==> src/rtl/cpu_status_display_pkg.sv <==
// -----------------------------------------------------------------------------
// cpu_status_display_pkg
// Shared constants and types for the CPU status display block:
//   - CPU mode encodings driven by cpu_control
//   - active-low seven-segment patterns for blank and dash
//   - read/display FSM state type
//   - helper that tells whether the CPU is in a running mode (run/debug)
// -----------------------------------------------------------------------------
package cpu_status_display_pkg;

  localparam logic [1:0] MODE_IDLE  = 2'b00;
  localparam logic [1:0] MODE_PROG  = 2'b01;
  localparam logic [1:0] MODE_RUN   = 2'b10;
  localparam logic [1:0] MODE_DEBUG = 2'b11;

  // Segment order is {g,f,e,d,c,b,a}; a 0 lights the segment.
  localparam logic [6:0] SEG_BLANK = 7'h7F;
  localparam logic [6:0] SEG_DASH  = 7'b0111111;

  typedef enum logic [1:0] {
    ST_IDLE,
    ST_REQ,
    ST_WAIT,
    ST_SHOW
  } state_t;

  // Run and debug are the modes in which the program-running flag means something.
  function automatic logic mode_active(input logic [1:0] mode);
    return (mode == MODE_RUN) || (mode == MODE_DEBUG);
  endfunction

endpackage

==> src/rtl/cpu_status_display_hex_to_7seg.sv <==
// -----------------------------------------------------------------------------
// hex_to_7seg
// Combinational 4-bit to active-low seven-segment decoder.
// Ports:
//   nibble_i  in  4  hex digit to show
//   seg_o     out 7  segments {g,f,e,d,c,b,a}, 0 = lit
// -----------------------------------------------------------------------------
module hex_to_7seg (
  input  logic [3:0] nibble_i,
  output logic [6:0] seg_o
);

  always_comb begin
    seg_o = 7'h7F;
    case (nibble_i)
      4'h0: seg_o = 7'b1000000;
      4'h1: seg_o = 7'b1111001;
      4'h2: seg_o = 7'b0100100;
      4'h3: seg_o = 7'b0110000;
      4'h4: seg_o = 7'b0011001;
      4'h5: seg_o = 7'b0010010;
      4'h6: seg_o = 7'b0000010;
      4'h7: seg_o = 7'b1111000;
      4'h8: seg_o = 7'b0000000;
      4'h9: seg_o = 7'b0010000;
      4'hA: seg_o = 7'b0001000;
      4'hB: seg_o = 7'b0000011;
      4'hC: seg_o = 7'b1000110;
      4'hD: seg_o = 7'b0100001;
      4'hE: seg_o = 7'b0000110;
      4'hF: seg_o = 7'b0001110;
      default: seg_o = 7'h7F;
    endcase
  end

endmodule

==> src/rtl/cpu_status_display.sv <==
// -----------------------------------------------------------------------------
// cpu_status_display
// Drives the DE2 HEX/LED indicators from the routed CPU control outputs.
// Periodically (and on every address change) reads the selected register over
// a req/valid port, holds the value and shows it on four hex digits, with the
// register address on two more digits.
//
// Ports:
//   clk             in   1   system clock
//   resetn          in   1   asynchronous active-low reset
//   cpumode         in   2   00 idle, 01 program, 10 run, 11 debug
//   addressdisplay  in   6   register address to display
//   runprog         in   1   program running (1) / paused (0)
//   rf_rd_req       out  1   one-cycle read request
//   rf_rd_addr      out  6   read address, stable while waiting
//   rf_rd_valid     in   1   read data valid (one cycle)
//   rf_rd_data      in   16  read data
//   hex0..hex3      out  7   value digits, nibble 0..3, active-low
//   hex4, hex5      out  7   address digits (low nibble, high two bits)
//   ledg            out  4   {sticky read error, run indicator, cpumode}
//
// Build option: define PAUSE_BLINK_EN to make the run indicator blink with a
// half-period of BLINK_DIV cycles while the CPU is paused in run/debug mode.
// -----------------------------------------------------------------------------
module cpu_status_display
  import cpu_status_display_pkg::*;
#(
  parameter int REFRESH_CYCLES = 50000,
  parameter int TIMEOUT_CYCLES = 16,
  parameter int BLINK_DIV      = 12500000
) (
  input  logic        clk,
  input  logic        resetn,
  input  logic [1:0]  cpumode,
  input  logic [5:0]  addressdisplay,
  input  logic        runprog,
  output logic        rf_rd_req,
  output logic [5:0]  rf_rd_addr,
  input  logic        rf_rd_valid,
  input  logic [15:0] rf_rd_data,
  output logic [6:0]  hex0,
  output logic [6:0]  hex1,
  output logic [6:0]  hex2,
  output logic [6:0]  hex3,
  output logic [6:0]  hex4,
  output logic [6:0]  hex5,
  output logic [3:0]  ledg
);

  localparam int RCW = $clog2(REFRESH_CYCLES);
  localparam int TCW = $clog2(TIMEOUT_CYCLES + 1);
  localparam logic [RCW-1:0] REFRESH_LAST = RCW'(REFRESH_CYCLES - 1);
  localparam logic [TCW-1:0] TIMEOUT_LAST = TCW'(TIMEOUT_CYCLES - 1);

  state_t          state_q, state_d;
  logic [RCW-1:0]  refresh_cnt_q, refresh_cnt_d;
  logic [TCW-1:0]  timeout_cnt_q, timeout_cnt_d;
  logic [5:0]      addr_prev_q;
  logic            addr_seen_q;
  logic            addr_pend_q, addr_pend_d;
  logic [5:0]      rd_addr_q, rd_addr_d;
  logic [15:0]     held_q, held_d;
  logic            dash_q, dash_d;
  logic            err_q, err_d;
  logic [1:0]      mode_q;
  logic            run_led_q;
  logic [6:0]      hex_q [6];

  logic            mode_off;
  logic            addr_chg;
  logic            start_read;
  logic            in_wait;
  logic            capture;
  logic            timeout_hit;
  logic            load_disp;

  // addr_seen_q masks the first cycle after reset, when addr_prev_q has not
  // yet sampled the switches; otherwise reset itself would look like a change.
  assign mode_off    = (cpumode == MODE_IDLE);
  assign addr_chg    = addr_seen_q && (addressdisplay != addr_prev_q);
  assign start_read  = addr_chg || addr_pend_q || (refresh_cnt_q == REFRESH_LAST);
  assign in_wait     = (state_q == ST_WAIT) && !mode_off;
  assign capture     = in_wait && rf_rd_valid;
  assign timeout_hit = in_wait && !rf_rd_valid && (timeout_cnt_q == TIMEOUT_LAST);

  // ---------------------------------------------------------------------------
  // FSM: state register
  // ---------------------------------------------------------------------------
  always_ff @(posedge clk or negedge resetn) begin
    if (!resetn) begin
      state_q <= ST_IDLE;
    end else begin
      state_q <= state_d;
    end
  end

  // ---------------------------------------------------------------------------
  // FSM: next state
  // ---------------------------------------------------------------------------
  always_comb begin
    state_d = state_q;
    if (mode_off) begin
      state_d = ST_IDLE;
    end else begin
      case (state_q)
        ST_IDLE: if (start_read) state_d = ST_REQ;
        ST_REQ:  state_d = ST_WAIT;
        ST_WAIT: begin
          if (rf_rd_valid)      state_d = ST_SHOW;
          else if (timeout_hit) state_d = ST_IDLE;
        end
        ST_SHOW: state_d = ST_IDLE;
        default: state_d = ST_IDLE;
      endcase
    end
  end

  // ---------------------------------------------------------------------------
  // FSM: outputs
  // ---------------------------------------------------------------------------
  always_comb begin
    rf_rd_req = (state_q == ST_REQ);
    // A timeout refreshes the display directly (dashes) without visiting SHOW.
    load_disp = (state_q == ST_SHOW) || timeout_hit;
  end

  assign rf_rd_addr = rd_addr_q;

  // ---------------------------------------------------------------------------
  // Datapath next-state
  // ---------------------------------------------------------------------------
  always_comb begin
    refresh_cnt_d = refresh_cnt_q;
    timeout_cnt_d = timeout_cnt_q;
    addr_pend_d   = addr_pend_q;
    rd_addr_d     = rd_addr_q;
    held_d        = held_q;
    dash_d        = dash_q;
    err_d         = err_q;

    if (mode_off) begin
      refresh_cnt_d = '0;
    end else if (state_q == ST_IDLE) begin
      refresh_cnt_d = start_read ? '0 : refresh_cnt_q + RCW'(1);
    end

    // A change seen while a read is in flight is remembered and replayed from
    // IDLE; in IDLE the change itself launches the read.
    if (mode_off || (state_q == ST_IDLE)) begin
      addr_pend_d = 1'b0;
    end else if (addr_chg) begin
      addr_pend_d = 1'b1;
    end

    if ((state_q == ST_IDLE) && !mode_off && start_read) begin
      rd_addr_d = addressdisplay;
    end

    if (state_q == ST_REQ) begin
      timeout_cnt_d = '0;
    end else if (in_wait && !rf_rd_valid && !timeout_hit) begin
      timeout_cnt_d = timeout_cnt_q + TCW'(1);
    end

    if (capture) begin
      held_d = rf_rd_data;
      dash_d = 1'b0;
    end else if (timeout_hit) begin
      dash_d = 1'b1;
    end

    if (mode_off || capture) begin
      err_d = 1'b0;
    end else if (timeout_hit) begin
      err_d = 1'b1;
    end
  end

  always_ff @(posedge clk or negedge resetn) begin
    if (!resetn) begin
      refresh_cnt_q <= '0;
      timeout_cnt_q <= '0;
      addr_prev_q   <= '0;
      addr_seen_q   <= 1'b0;
      addr_pend_q   <= 1'b0;
      rd_addr_q     <= '0;
      held_q        <= '0;
      dash_q        <= 1'b0;
      err_q         <= 1'b0;
      mode_q        <= MODE_IDLE;
    end else begin
      refresh_cnt_q <= refresh_cnt_d;
      timeout_cnt_q <= timeout_cnt_d;
      addr_prev_q   <= addressdisplay;
      addr_seen_q   <= 1'b1;
      addr_pend_q   <= addr_pend_d;
      rd_addr_q     <= rd_addr_d;
      held_q        <= held_d;
      dash_q        <= dash_d;
      err_q         <= err_d;
      mode_q        <= cpumode;
    end
  end

  // ---------------------------------------------------------------------------
  // Digit decode. Value digits decode the next held value so a timeout can
  // load dashes in the same edge that raises the error.
  // ---------------------------------------------------------------------------
  logic [3:0] nib      [6];
  logic [6:0] seg_dec  [6];
  logic [6:0] seg_next [6];

  genvar gi;
  generate
    for (gi = 0; gi < 4; gi++) begin : g_value_digit
      assign nib[gi]      = held_d[4*gi +: 4];
      assign seg_next[gi] = dash_d ? SEG_DASH : seg_dec[gi];
    end
    for (gi = 0; gi < 6; gi++) begin : g_decoder
      hex_to_7seg u_dec (
        .nibble_i (nib[gi]),
        .seg_o    (seg_dec[gi])
      );
    end
  endgenerate

  assign nib[4]      = rd_addr_q[3:0];
  assign nib[5]      = {2'b00, rd_addr_q[5:4]};
  assign seg_next[4] = seg_dec[4];
  assign seg_next[5] = seg_dec[5];

  always_ff @(posedge clk or negedge resetn) begin
    if (!resetn) begin
      for (int i = 0; i < 6; i++) hex_q[i] <= SEG_BLANK;
    end else if (mode_off) begin
      for (int i = 0; i < 6; i++) hex_q[i] <= SEG_BLANK;
    end else if (load_disp) begin
      for (int i = 0; i < 6; i++) hex_q[i] <= seg_next[i];
    end
  end

  assign hex0 = hex_q[0];
  assign hex1 = hex_q[1];
  assign hex2 = hex_q[2];
  assign hex3 = hex_q[3];
  assign hex4 = hex_q[4];
  assign hex5 = hex_q[5];

  // ---------------------------------------------------------------------------
  // Run indicator
  // ---------------------------------------------------------------------------
`ifdef PAUSE_BLINK_EN
  localparam int BCW = $clog2(BLINK_DIV + 1);
  localparam logic [BCW-1:0] BLINK_LAST = BCW'(BLINK_DIV - 1);

  logic           pause_now;
  logic           pause_q;
  logic [BCW-1:0] blink_cnt_q;

  assign pause_now = mode_active(cpumode) && !runprog;

  // Every entry into pause restarts the blink phase dark.
  always_ff @(posedge clk or negedge resetn) begin
    if (!resetn) begin
      pause_q     <= 1'b0;
      blink_cnt_q <= '0;
      run_led_q   <= 1'b0;
    end else begin
      pause_q <= pause_now;
      if (!pause_now) begin
        blink_cnt_q <= '0;
        run_led_q   <= mode_active(cpumode) && runprog;
      end else if (!pause_q) begin
        blink_cnt_q <= '0;
        run_led_q   <= 1'b0;
      end else if (blink_cnt_q == BLINK_LAST) begin
        blink_cnt_q <= '0;
        run_led_q   <= ~run_led_q;
      end else begin
        blink_cnt_q <= blink_cnt_q + BCW'(1);
      end
    end
  end
`else
  always_ff @(posedge clk or negedge resetn) begin
    if (!resetn) begin
      run_led_q <= 1'b0;
    end else begin
      run_led_q <= mode_active(cpumode) && runprog;
    end
  end
`endif

  assign ledg = {err_q, run_led_q, mode_q};

endmodule

==> config.mk <==
export PLATFORM = sky130hd
export DESIGN_NAME = cpu_status_display
export DESIGN_NICKNAME = d
export VERILOG_FILES = /design/src/rtl/cpu_status_display_pkg.sv /design/src/rtl/cpu_status_display_hex_to_7seg.sv /design/src/rtl/cpu_status_display.sv
export SDC_FILE = /design/constraint.sdc
export NUM_CORES = 1
export LEC_CHECK = 0
export ABC_CLOCK_PERIOD_IN_PS = 6200
export BUFFER_PORTS_ARGS = -buffer_cell sky130_fd_sc_hd__buf_2
export CORE_ASPECT_RATIO = 1.5
export CORE_MARGIN = 2
export CORE_UTILIZATION = 46
export CTS_CLUSTER_SIZE = 20
export DETAILED_ROUTE_END_ITERATION = 7
export PLACE_DENSITY = 0.66
export REMOVE_ABC_BUFFERS = 1
export SLEW_MARGIN = 10
export SYNTH_ARGS = -nofsm -noshare
export SYNTH_HDL_FRONTEND = slang
export SYNTH_HIERARCHICAL = 1
export SYNTH_SLANG_ARGS = --single-unit
==> constraint.sdc <==
create_clock -name clk -period 6.2 [get_ports clk]
set_clock_uncertainty 0.05 [all_clocks]
set_input_delay 0.31 -clock clk [delete_from_list [all_inputs] [get_ports clk]]
set_output_delay 0.31 -clock clk [all_outputs]
set_load 0.01 [all_outputs]
==> results of run 1 <==
[critical path, cell delays in order (launching register included)]
cell,delay [ns]
sky130_fd_sc_hd__dfrtp_1,0.50
sky130_fd_sc_hd__nor2b_1,0.32
sky130_fd_sc_hd__and3_1,0.78
sky130_fd_sc_hd__mux2_2,0.47
sky130_fd_sc_hd__inv_1,0.16
sky130_fd_sc_hd__ha_1,0.21
sky130_fd_sc_hd__and2b_2,0.23
sky130_fd_sc_hd__or3b_1,0.36
sky130_fd_sc_hd__o21ai_0,0.08
sky130_fd_sc_hd__o22a_1,0.15
[synthesized netlist by cell type (all sizes together), types with 11 or more instances]
| library cell | number | share of area |
|---|---|---|
| mux2i | 26 | 0.043 |
| inv | 24 | 0.015 |
| nand3 | 26 | 0.023 |
| a21oi | 11 | 0.0092 |
| o22a | 24 | 0.035 |
| nand4 | 11 | 0.011 |
| mux2 | 28 | 0.053 |
| nor2 | 38 | 0.024 |
| dfstp | 42 | 0.18 |
| a22o | 13 | 0.019 |
| ha | 45 | 0.094 |
| buf | 24 | 0.033 |
| dfrtp | 58 | 0.24 |
| o21ai | 17 | 0.015 |
| clkbuf | 12 | 0.0075 |
| nand2 | 60 | 0.038 |
[path summary, 6_finish.rpt]
kind                                  from  slack, ns          to  cells past startpoint
max in group asynchronous           resetn       4.49   held_q[3]                      3
worst max-delay path            state_q[1]       2.82     hex3[0]                      9
worst min register to register     hex5[1]       0.44     hex5[1]                      2
worst min-delay path            cpumode[0]       0.05   mode_q[0]                      1
worst max register to register  state_q[1]       2.82     hex3[0]                      9
min in group asynchronous           resetn       0.42  held_q[12]                      2
[kinds of logic (layout without fill, tap and decap cells)]
group,Yosys count,after routing,synth area share
AOI/OAI and AO/OA,96,96,0.1296
xor gates and xnor gates,9,9,0.01317
adders and majority gates,45,45,0.09404
buffers and inverters,60,123,0.05517
DFF,100,100,0.4268
muxes,60,60,0.1231
other,2,6,0.001254
and+or+nand+nor,184,184,0.1569
[report_power, final]
part / total (mW) / switching [mW] / leakage, nW / internal, mW
logic: 1.60 / 0.873 / 1.68 / 0.732
registers: 1.14 / 0.175 / 1.18 / 0.962
clock network: 0.575 / 0.238 / 0.150 / 0.336
[metrics by stage]
| stage | setup WS (ns) | utilization | cells |
|---|---|---|---|
| finish | 2.820 | 0.5219 | 782 |
| global route | 2.512 | 0.5219 | 782 |
| CTS | 2.767 | 0.5219 | 782 |
| detailed placement | 2.795 | 0.4973 | 765 |
| global placement | 2.935 | 0.4973 | 765 |
| floorplan | 3.337 | - | 524 |
[state kept, by name, summed over array words and instances, names as in the netlist, 6 cells and up]
name,count
addr_prev_q,6
hex0,7
hex3,7
refresh_cnt_q,16
hex2,7
hex1,7
rf_rd_addr,6
hex5,7
hex4,7
held_q,16
[timing repair]
action | in CTS | in global routing
setup buffers | 0 | 0
hold buffers | 1 | 0
hold endpoints to repair | 8 | 0
[per-layer routing]
layer | vias to the layer above | wire length [um] | global-route usage
met4 | 0 | 281 | 0.08154
met5 | - | 0 | 0
met3 | 20 | 499 | 0.03453
li1 | 2099 | - | -
met2 | 89 | 6576 | 0.3388
met1 | 2114 | 5179 | 0.2077
[layout make-up]
type / instances / area [um^2] / share of cell area
repair buffers: 83 / 427.9 / 0.06393
inverters: 24 / 90.09 / 0.01346
multi-input cells: 400 / 3117 / 0.4656
clock inverters: 3 / 45.04 / 0.006729
flip-flops and latches: 100 / 2555 / 0.3817
clock buffers: 13 / 260.3 / 0.03888
well taps: 159 / 198.9 / 0.02972
==> results, run 1 <==
- The fill cell instance count of the final layout is roughly 1200.
- In the finished design, the share of the clock period the worst path needs comes to 0.5452.
- The routed layout has roughly 4300 vias.
- The number of nets with antenna violations after routing is 0.
- The highest fanout seen on the critical path is 17.
- The final max-slew violation count is 0.
- The clock root buffer master is sky130_fd_sc_hd__clkbuf_16.
- In this run the worst hold path is classified as in -> reg.
- The region available for standard cell placement spans ~13000 um^2.
- Max-cap violations in this run came to 0.
- The first detailed-routing pass ran for 4 iterations.
- The critical path required time is 6.43 ns.
- The final hold violation count is 0.
- The final wirelength is roughly 13000 um.
- For this block, the initial DRC count from the detailed router was approximately 190.
- The hold slack is 0.04913 ns.
- The average cell area after synthesis is approximately 11 um^2.
- The number of CTS-inserted buffers is 9.
- The worst setup path is of the reg -> reg kind.
- Dividing the detail-routed wire length by the instance count gives around 16 um.
- The power consumption is approximately 3.3 mW.
- The number of setup violations in the final report is 0.
- In this run the tightest slew margin relative to its limit is 0.3009.
- The synthesized netlist occupies a cell area of roughly 6000 um^2.
- In the final timing run, aggregate negative setup slack is 0 ns.
- The transition time at the pin with the least slew margin is 1.045 ns.
- Setup repair after global routing left no endpoint under its margin.
- The repair_antennas step left the layout with diodes totalling 0.
- The most common cell after layout, fill and taps aside is sky130_fd_sc_hd__buf_2.
- The initial core utilization is 0.4668.
- The worst supply voltage drop on vdd is between 0.2 and 0.25 mV.
- Entering global routing, the biggest net connects slightly below 70 pins.
- TritonCTS built the clock tree.
- In the routed layout, each cell is associated on average with a via count of about 5.5.
- After clock tree synthesis, the clock-pin slew on the worst setup and hold paths is ~0.07 ns.
- The summed area of non-filler cells in the final layout is 6694 um^2.
- The highest attainable clock frequency is between 200 and 300 MHz.
- The fraction of layout instances using a drive strength above 1 is 0.3034.
- The number of synthesized register bits is 100.
- Synthesis produced a netlist whose cell count is approximately 560.
- For this design the top-level I/O count stands at 81.
- Of all flip-flops after synthesis, the portion carrying an async set or reset was 1.000.
- Data arrives at the worst endpoint at around 3.6 ns.
- The final net count is 691.
- The die covers about 14000 um^2.
- The number of remaining DRC errors is 0.
- The number of rows in the core area is between 50 and 60.
- The post-detailed-placement half-perimeter wirelength is 8882 um.
- The library cells used most frequently in the layout, excluding fill and tap cells, are sky130_fd_sc_hd__buf_2 (79), sky130_fd_sc_hd__nand2_1 (59), sky130_fd_sc_hd__dfrtp_1 (58), sky130_fd_sc_hd__ha_1 (45), sky130_fd_sc_hd__dfstp_2 (42).
- Yosys printed 6 warnings.
- The leakage dissipation is roughly 3.0 nW.
- The worst path in the final design needs a cycle of between 3 and 4 ns, including I/O delays and setup.
- After global routing the overflow that remains totals 0.
- The power per standard cell area is around 500 nW/um^2.
- From synthesis to final layout, the design area changed by 11.81%.
- The post-place instance area is between 6000 and 7000 um^2.
- The number of synthesized flops with an enable pin is 0.
- For this run, the total global-route usage over all layers was measured as 0.1844.
- The floorplan step set the die width to approximately 97 um.
- The number of H-tree branching levels is 3.
- The count of buffers added on input and output ports is 80.
- The flow ran to the end, and the final reports show no timing, DRC or antenna violations.
- The via count of the first global-routing pass is 4440.
- Gates resized during post-CTS repair numbered 0.
- Of the synthesized area, sequential elements account for 0.4268.
- The worst setup path is launched from a flip-flop.
- The number of antenna violations at the first check in global routing is 0.
- The weighted congestion reported at the end of routability-driven placement is 0.8576.
- The largest buffer count on any clock path is 2.
- STA classifies the critical path endpoint as a flip-flop.
- The count of clock tree sinks is 100.
- The die span in y is 143.7 um.
- The later pin in the worst-skew pair is clocked with a latency of about 0.34 ns.
- The first-pass GRT wire length is ~21000 um.
- Among all flip-flop cells after synthesis, the most frequent one is sky130_fd_sc_hd__dfrtp_1.
- The number of distinct standard cells referenced by the synthesized netlist is 64.
(Power assumes the default switching activity.)
==> run 2, diff against run 1 <==
- ABC_CLOCK_PERIOD_IN_PS: 6200 -> 2700
- PLACE_DENSITY: 0.66 -> 0.69
- clock period: 6.2 -> 2.7 ns (I/O delays scaled with it)
==> run 2 against run 1 <==
  * Die area unchanged
  * Clock power increased by 130%
  * Sequential power increased by 130%
  * First-iteration DRC count fell by 6.5%
  * Design area rose by 3.9%
  * Sequential cell count unchanged
  * Utilization rose by 2.0 points
  * Critical endpoint is now hex2[0]
  * Largest cell class unchanged
  * Highest routed layer unchanged
==> results, run 2 (same netlist as run 1, synthesis figures left out) <==
- The shortest clock period the worst path allows after layout is 2.516 ns (-0.8649 ns).
- The fraction of layout instances using a drive strength above 1 came to 0.3257 (+0.02228).
- The final max-slew violation count is 0 (unchanged).
- The number of top-level design ports is 81 (unchanged).
- The floorplan die area was 13960 um^2 (unchanged).
- The post-place instance area is 6539 um^2 (+2.5%).
- Setup repair after global routing left no endpoint under its margin.
- The transition time at the pin with the least slew margin came to 0.8601 ns (-0.1848 ns).
- The startpoint type of the worst setup path is a flip-flop.
- The post-detailed-placement half-perimeter wirelength is 9811 um (+10%).
- The number of setup buffers added after CTS is 0 (unchanged).
- The hold slack came to 0.03742 ns (-0.01171 ns).
- In this run the clock root is driven by a sky130_fd_sc_hd__clkbuf_16.
- The cell depth of the worst flop-to-flop path is 10 (+1).
- The highest attainable clock frequency is 397.5 MHz (+34%).
- The first-pass iteration count of the detailed router came to 4 (unchanged).
- Tracing the worst setup path back leads to its startpoint at state_q[1].
- The type of element capturing the critical path is a flip-flop.
- The summed area of non-filler cells in the final layout is 6957 um^2 (+3.9%).
- The count of clock tree sinks is 100 (unchanged).
- The number of setup violations in the final report is 0 (unchanged).
- The critical path arrival came to 2.75 ns (-0.86 ns).
- The number of antenna violations at the first check in global routing was 0 (unchanged).
- The number of nets with antenna violations after routing was 0 (unchanged).
- The worst min-delay path category is in -> reg.
- The critical path is of the reg -> reg type.
- The highest fanout seen on the critical path is 13 (-4).
- The final net count was 719 (+4.1%).
- The number of remaining DRC errors was 0 (unchanged).
- The via count of the first global-routing pass was 4697 (+5.8%).
- The width of the chip is 97.15 um (unchanged).
- The number of H-tree branching levels is 3 (unchanged).
- The count of placed standard cells including taps is 783 (+2.4%).
- The total number of vias is 4502 (+4.2%).
- The final cycle utilization of the critical path is 0.9317 (+0.3864).
- The weighted congestion reported at the end of routability-driven placement was 0.8978 (+4.7%).
- The final wirelength is 13670 um (+9.0%).
- The final global-route overflow total is 0 (unchanged).
- The clock latency reported for the late side of the worst-skew pair was 0.34 ns (about the same).
- The number of I/O port buffers is 80 (unchanged).
- The power consumption came to 7.845 mW (+140%).
- The post-route core utilization is 0.5424 (+0.02049).
- The library cells used most frequently in the layout, excluding fill and tap cells, are sky130_fd_sc_hd__buf_2 (79), sky130_fd_sc_hd__nand2_1 (59), sky130_fd_sc_hd__dfrtp_1 (58), sky130_fd_sc_hd__ha_1 (45), sky130_fd_sc_hd__dfstp_2 (42).
- The worst supply voltage drop on vdd is 0.5764 mV (+140%).
- The total core area is 12830 um^2 (unchanged).
- The beginning of the worst register-to-register path is state_q[1].
- The run finished with clean final reports.
- The die span in y is 143.7 um (unchanged).
- The count of cells along the worst hold path came to 2 (+1).
- The normalized max-slew margin was 0.4266 (+0.1257).
- The first-pass GRT wire length is 22760 um (+8.0%).
- The number of CTS-inserted buffers is 9 (unchanged).
- The number of max-capacitance violations reported is 0 (unchanged).
- The most common cell after layout, fill and taps aside is sky130_fd_sc_hd__buf_2.
- The leakage dissipation is 3.149 nW (+4.5%).
- The largest net degree at the start of global routing came to 65 (-4.4%).
- The TritonCTS clock tree is yes.
- The clock-pin slew of the registers on the worst-case setup and hold paths was 0.07 ns (about the same).
- The startpoint identified for the worst hold timing path is cpumode[1].
- The largest registers in the layout are held_q x16, refresh_cnt_q x16.
- The largest buffer count on any clock path is 2 (unchanged).
- The number of rows in the core area is 51 (unchanged).
- From synthesis to final layout, the design area changed by 16.20%.
- The power per standard cell area is 1128 nW/um^2 (+130%).
- The average via count per standard cell is 5.558 (+0.56%).
- The number of antenna cells inserted is 0 (unchanged).
- The average detailed-routed wire length per instance is 16.87 um (+5.3%).
- The filler-free cell count of the finished design is 810 (+3.6%).
- The detailed router's first-iteration violation count came to 174 (-6.5%).
- The initial core utilization is 0.4668 (unchanged).
- The global routing usage summed across all routing layers is 0.1993 (+0.01491).
- The final hold violation count came to 0 (unchanged).
- The critical path required time was 2.93 ns (-3.50 ns).
-- run 2: final timing paths --
kind / endpoint / slack [ns]
worst max-delay path: hex2[0] / 0.18
worst min-delay path: run_led_q / 0.04
worst max register to register: hex2[0] / 0.18
worst min register to register: hex5[2] / 0.44
max in group asynchronous: hex0[0] / 1.37
min in group asynchronous: rf_rd_addr[0] / 0.37
-- run 2: cell type report --
cell class	instances	area (um^2)
inverter	24	90.09
fill	1113	5869
sequential	100	2555
timing repair buffer	111	688.2
tap	159	198.9
clock buffer	9	225.2
multi-input combinational	400	3124
clock inverter	7	75.07
-- run 2: through the flow --
stage / setup WS [ns] / TNS [ns]
6_report: 0.1845 / 0
3_3_place_gp: 0.1515 / 0
4_1_cts: 0.02081 / 0
5_1_grt: 0.01440 / 0
3_5_place_dp: 0.06220 / 0
2_1_floorplan: -0.1629 / -0.6730
-- run 2: per-layer routing --
layer | part of all wire | wire length [um] | track usage | up-vias
met2 | 0.53 | 7184 | 0.3787 | 91
met3 | 0.043 | 593 | 0.03648 | 15
li1 | - | - | - | 2146
met4 | 0.016 | 214 | 0.06004 | 0
met5 | 0 | 0 | 0 | -
met1 | 0.42 | 5674 | 0.2263 | 2250
-- run 2: report_power, final --
part / internal (mW) / switching, mW
Sequential: 2.21 / 0.379
Combinational: 1.82 / 2.11
Clock: 0.726 / 0.594
-- run 2: timing repair --
action,in CTS,in global routing
endpoints found under the setup margin,0,2
endpoints found under the hold margin,59,0
hold buffers,11,0
resized for setup,0,5
-- run 2: worst max-delay path: stages (launching register included) --
cell and delay (ns):
sky130_fd_sc_hd__dfrtp_1 0.38, sky130_fd_sc_hd__nor2b_2 0.15, sky130_fd_sc_hd__and3_2 0.24, sky130_fd_sc_hd__buf_12 0.15
sky130_fd_sc_hd__mux2_4 0.34, sky130_fd_sc_hd__inv_2 0.10, sky130_fd_sc_hd__ha_1 0.19, sky130_fd_sc_hd__and2b_2 0.23
sky130_fd_sc_hd__or3b_1 0.35, sky130_fd_sc_hd__o21ai_0 0.11, sky130_fd_sc_hd__o22a_1 0.16
==> run 3, diff against run 2 <==
==> constraint.sdc (replaced) <==
create_clock -name clk -period 2.7 [get_ports clk]
set_clock_uncertainty 0.05 [all_clocks]
set_input_delay 0 -clock clk [delete_from_list [all_inputs] [get_ports clk]]
set_output_delay 0 -clock clk [all_outputs]
set_load 0.01 [all_outputs]
==> run 3 against run 2 <==
  * Clock power hardly changed
  * Final cell count is 0.99% higher
  * Die area stayed put
  * Sequential cell count stayed put
  * Register-to-register slack hardly changed
  * Routed wire length is 3.9% lower
  * Hold slack worse by 0.018 ns
  * Sequential power hardly changed
  * Worst setup slack worse by 0.067 ns
  * First-iteration DRC count is 24% lower
  * Combinational power is 1% lower
  * Utilization is 0.67 points higher
  * Critical path type is now in -> reg
  * Largest cell class unchanged
  * Largest power group unchanged
==> results, run 3 (same netlist as run 1, synthesis figures left out) <==
- The total number of vias is 4476 (-0.58%).
- The highest fanout seen on the critical path is 13 (unchanged).
- The post-detailed-placement half-perimeter wirelength is 9524 um (-2.9%).
- The fill cell instance count of the final layout is 1103 (-0.90%).
- The power consumption is 7.768 mW (-0.97%).
- The global routing usage summed across all routing layers is 0.1965 (-0.002785).
- The root buffer cell chosen for the clock tree is sky130_fd_sc_hd__clkbuf_16.
- The largest incremental delay on the critical path is 0.55 ns (+0.17 ns).
- The count of clock tree sinks is 100 (unchanged).
- The critical path arrival was 2.81 ns (+0.06 ns).
- The shortest clock period the worst path allows after layout is 2.583 ns (+0.06729 ns).
- The number of CTS-inserted buffers is 9 (unchanged).
- The number of remaining DRC errors is 0 (unchanged).
- The number of nets with antenna violations after routing is 0 (unchanged).
- The number of top-level design ports is 81 (unchanged).
- The library cell used most frequently in the layout, excluding fill and tap cells, is sky130_fd_sc_hd__buf_2.
- The critical path goes through dlygate4sd3_1, buf_2, or2_2, and3_4, buf_12, mux2_2, inv_1, ha_1, inv_1, mux4_1, o22a_1.
- The final global-route overflow total was 0 (unchanged).
- The leakage dissipation is 3.168 nW (+0.62%).
- The number of buffers and inverters on the critical path is 5 (+3).
- The average via count per standard cell is 5.472 (-1.5%).
- The highest attainable clock frequency is 387.2 MHz (-2.6%).
- The transition time at the pin with the least slew margin is 0.6019 ns (-0.2582 ns).
- The summed area of non-filler cells in the final layout is 7043 um^2 (+1.2%).
- The worst min-delay path category is in -> reg.
- The width of the chip is 97.15 um (unchanged).
- The startpoint type of the worst setup path is a primary input.
- The number of I/O port buffers came to 80 (unchanged).
- The slowest stage cell on the critical path is sky130_fd_sc_hd__dlygate4sd3_1.
- The weighted congestion reported at the end of routability-driven placement was 0.9275 (+3.3%).
- The cell that appears most often on the critical path is sky130_fd_sc_hd__inv_1.
- The worst supply voltage drop on vdd was 0.6196 mV (+7.5%).
- The hold slack is 0.01962 ns (-0.01780 ns).
- The die span in y is 143.7 um (unchanged).
- The largest buffer count on any clock path is 2 (unchanged).
- STA classifies the critical path endpoint as a flip-flop.
- The normalized max-slew margin was 0.5987 (+0.1721).
- The flow ran to the end, and the final reports show no timing, DRC or antenna violations.
- The floorplan die area is 13960 um^2 (unchanged).
- The register-to-register setup slack is 0.18 ns (about the same).
- Setup repair after global routing left no endpoint under its margin.
- The number of setup buffers added after CTS is 0 (unchanged).
- The final max-slew violation count was 0 (unchanged).
- The via count of the first global-routing pass came to 4652 (-0.96%).
- The TritonCTS clock tree is yes.
- The total negative slack for setup checks was 0 ns (unchanged).
- The initial core utilization is 0.4668 (unchanged).
- The clock-pin slew of the registers on the worst-case setup and hold paths is 0.07 ns (about the same).
- The critical path is of the in -> reg type.
- The number of max-capacitance violations reported is 0 (unchanged).
- The largest net degree at the start of global routing came to 57 (-12%).
- The total core area is 12830 um^2 (unchanged).
- The first-pass GRT wire length came to 22330 um (-1.9%).
- The final wirelength was 13130 um (-3.9%).
- The number of antenna cells inserted came to 0 (unchanged).
- The largest delay contributor family on the critical path is buffers and inverters.
- The final net count is 727 (+1.1%).
- The final cycle utilization of the critical path was 0.9566 (+0.02492).
- The power per standard cell area came to 1103 nW/um^2 (-2.2%).
- The number of setup violations in the final report came to 0 (unchanged).
- The clock latency reported for the late side of the worst-skew pair came to 0.35 ns (about the same).
- The average detailed-routed wire length per instance is 16.05 um (-4.9%).
- The number of H-tree branching levels is 3 (unchanged).
- The first-pass iteration count of the detailed router is 4 (unchanged).
- The area growth from synthesis to layout is 17.64%.
- The post-place instance area is 6516 um^2 (-0.34%).
- The critical path required time is 2.92 ns (about the same).
- The fraction of layout instances using a drive strength above 1 is 0.3171 (-0.008506).
- The final hold violation count was 0 (unchanged).
- The library cells used most frequently in the layout, excluding fill and tap cells, are sky130_fd_sc_hd__buf_2 (79), sky130_fd_sc_hd__nand2_1 (59), sky130_fd_sc_hd__dfrtp_1 (58), sky130_fd_sc_hd__ha_1 (44), sky130_fd_sc_hd__dfstp_2 (42).
- The largest registers in the layout are held_q x16, refresh_cnt_q x16.
- The detailed router's first-iteration violation count came to 132 (-24%).
- The number of antenna violations at the first check in global routing is 0 (unchanged).
- The number of rows in the core area came to 51 (unchanged).
## run 3: path summary, 6_finish.rpt
check,startpoint,end,cells past startpoint
worst max-delay path,cpumode[1],hex3[3],11
worst max register to register,state_q[0],hex1[0],10
worst min register to register,hex4[4],hex4[4],2
max in group asynchronous,resetn,hex0[5],3
worst min-delay path,rf_rd_data[10],held_q[10],2
min in group asynchronous,resetn,rf_rd_addr[2],2
## run 3: power by group
group / leakage [nW] / switching [mW] / internal [mW] / total (mW)
clock network: 0.139 / 0.553 / 0.743 / 1.30
logic: 1.85 / 2.09 / 1.81 / 3.90
registers: 1.18 / 0.367 / 2.21 / 2.58
## run 3: layout make-up
cell class / instances / area [um^2] / share of cell area
Tap cell: 159 / 198.9 / 0.02825
Multi-Input combinational cell: 400 / 3127 / 0.4440
Clock inverter: 4 / 50.05 / 0.007106
Inverter: 24 / 90.09 / 0.01279
Timing Repair Buffer: 119 / 775.7 / 0.1101
Clock buffer: 12 / 246.5 / 0.03500
Sequential cell: 100 / 2555 / 0.3628
## run 3: worst reg2reg max path: cells and delay by family, from the launching register on
family	cells	cell delay [ns]
compound gates	2	0.22
fa+ha+maj	1	0.20
buf+inv	2	0.28
flops	1	0.39
mux	1	0.39
simple gates	4	0.94
## run 3: metal layers
metal,track usage,up-vias,share of wire,wire [um]
met2,0.3560,93,0.52,6775
met3,0.03891,16,0.046,598
li1,-,2173,-,-
met1,0.2310,2194,0.42,5531
met5,0,-,0,0
met4,0.07116,0,0.017,223
## run 3: repair_timing
action | 4_1_cts | 5_1_grt
gates resized for setup | 0 | 5
setup endpoints to repair | 0 | 3
endpoints found under the hold margin | 70 | 0
hold buffers | 22 | 0
## run 3: through the flow
step / util / setup slack [ns] / instances
2_1_floorplan: - / -0.1629 / 524
5_1_grt: 0.5491 / 0.02208 / 818
3_3_place_gp: 0.5080 / 0.1678 / 780
3_5_place_dp: 0.5080 / 0.09498 / 780
4_1_cts: 0.5483 / 0.07461 / 818
6_report: 0.5491 / 0.1172 / 818
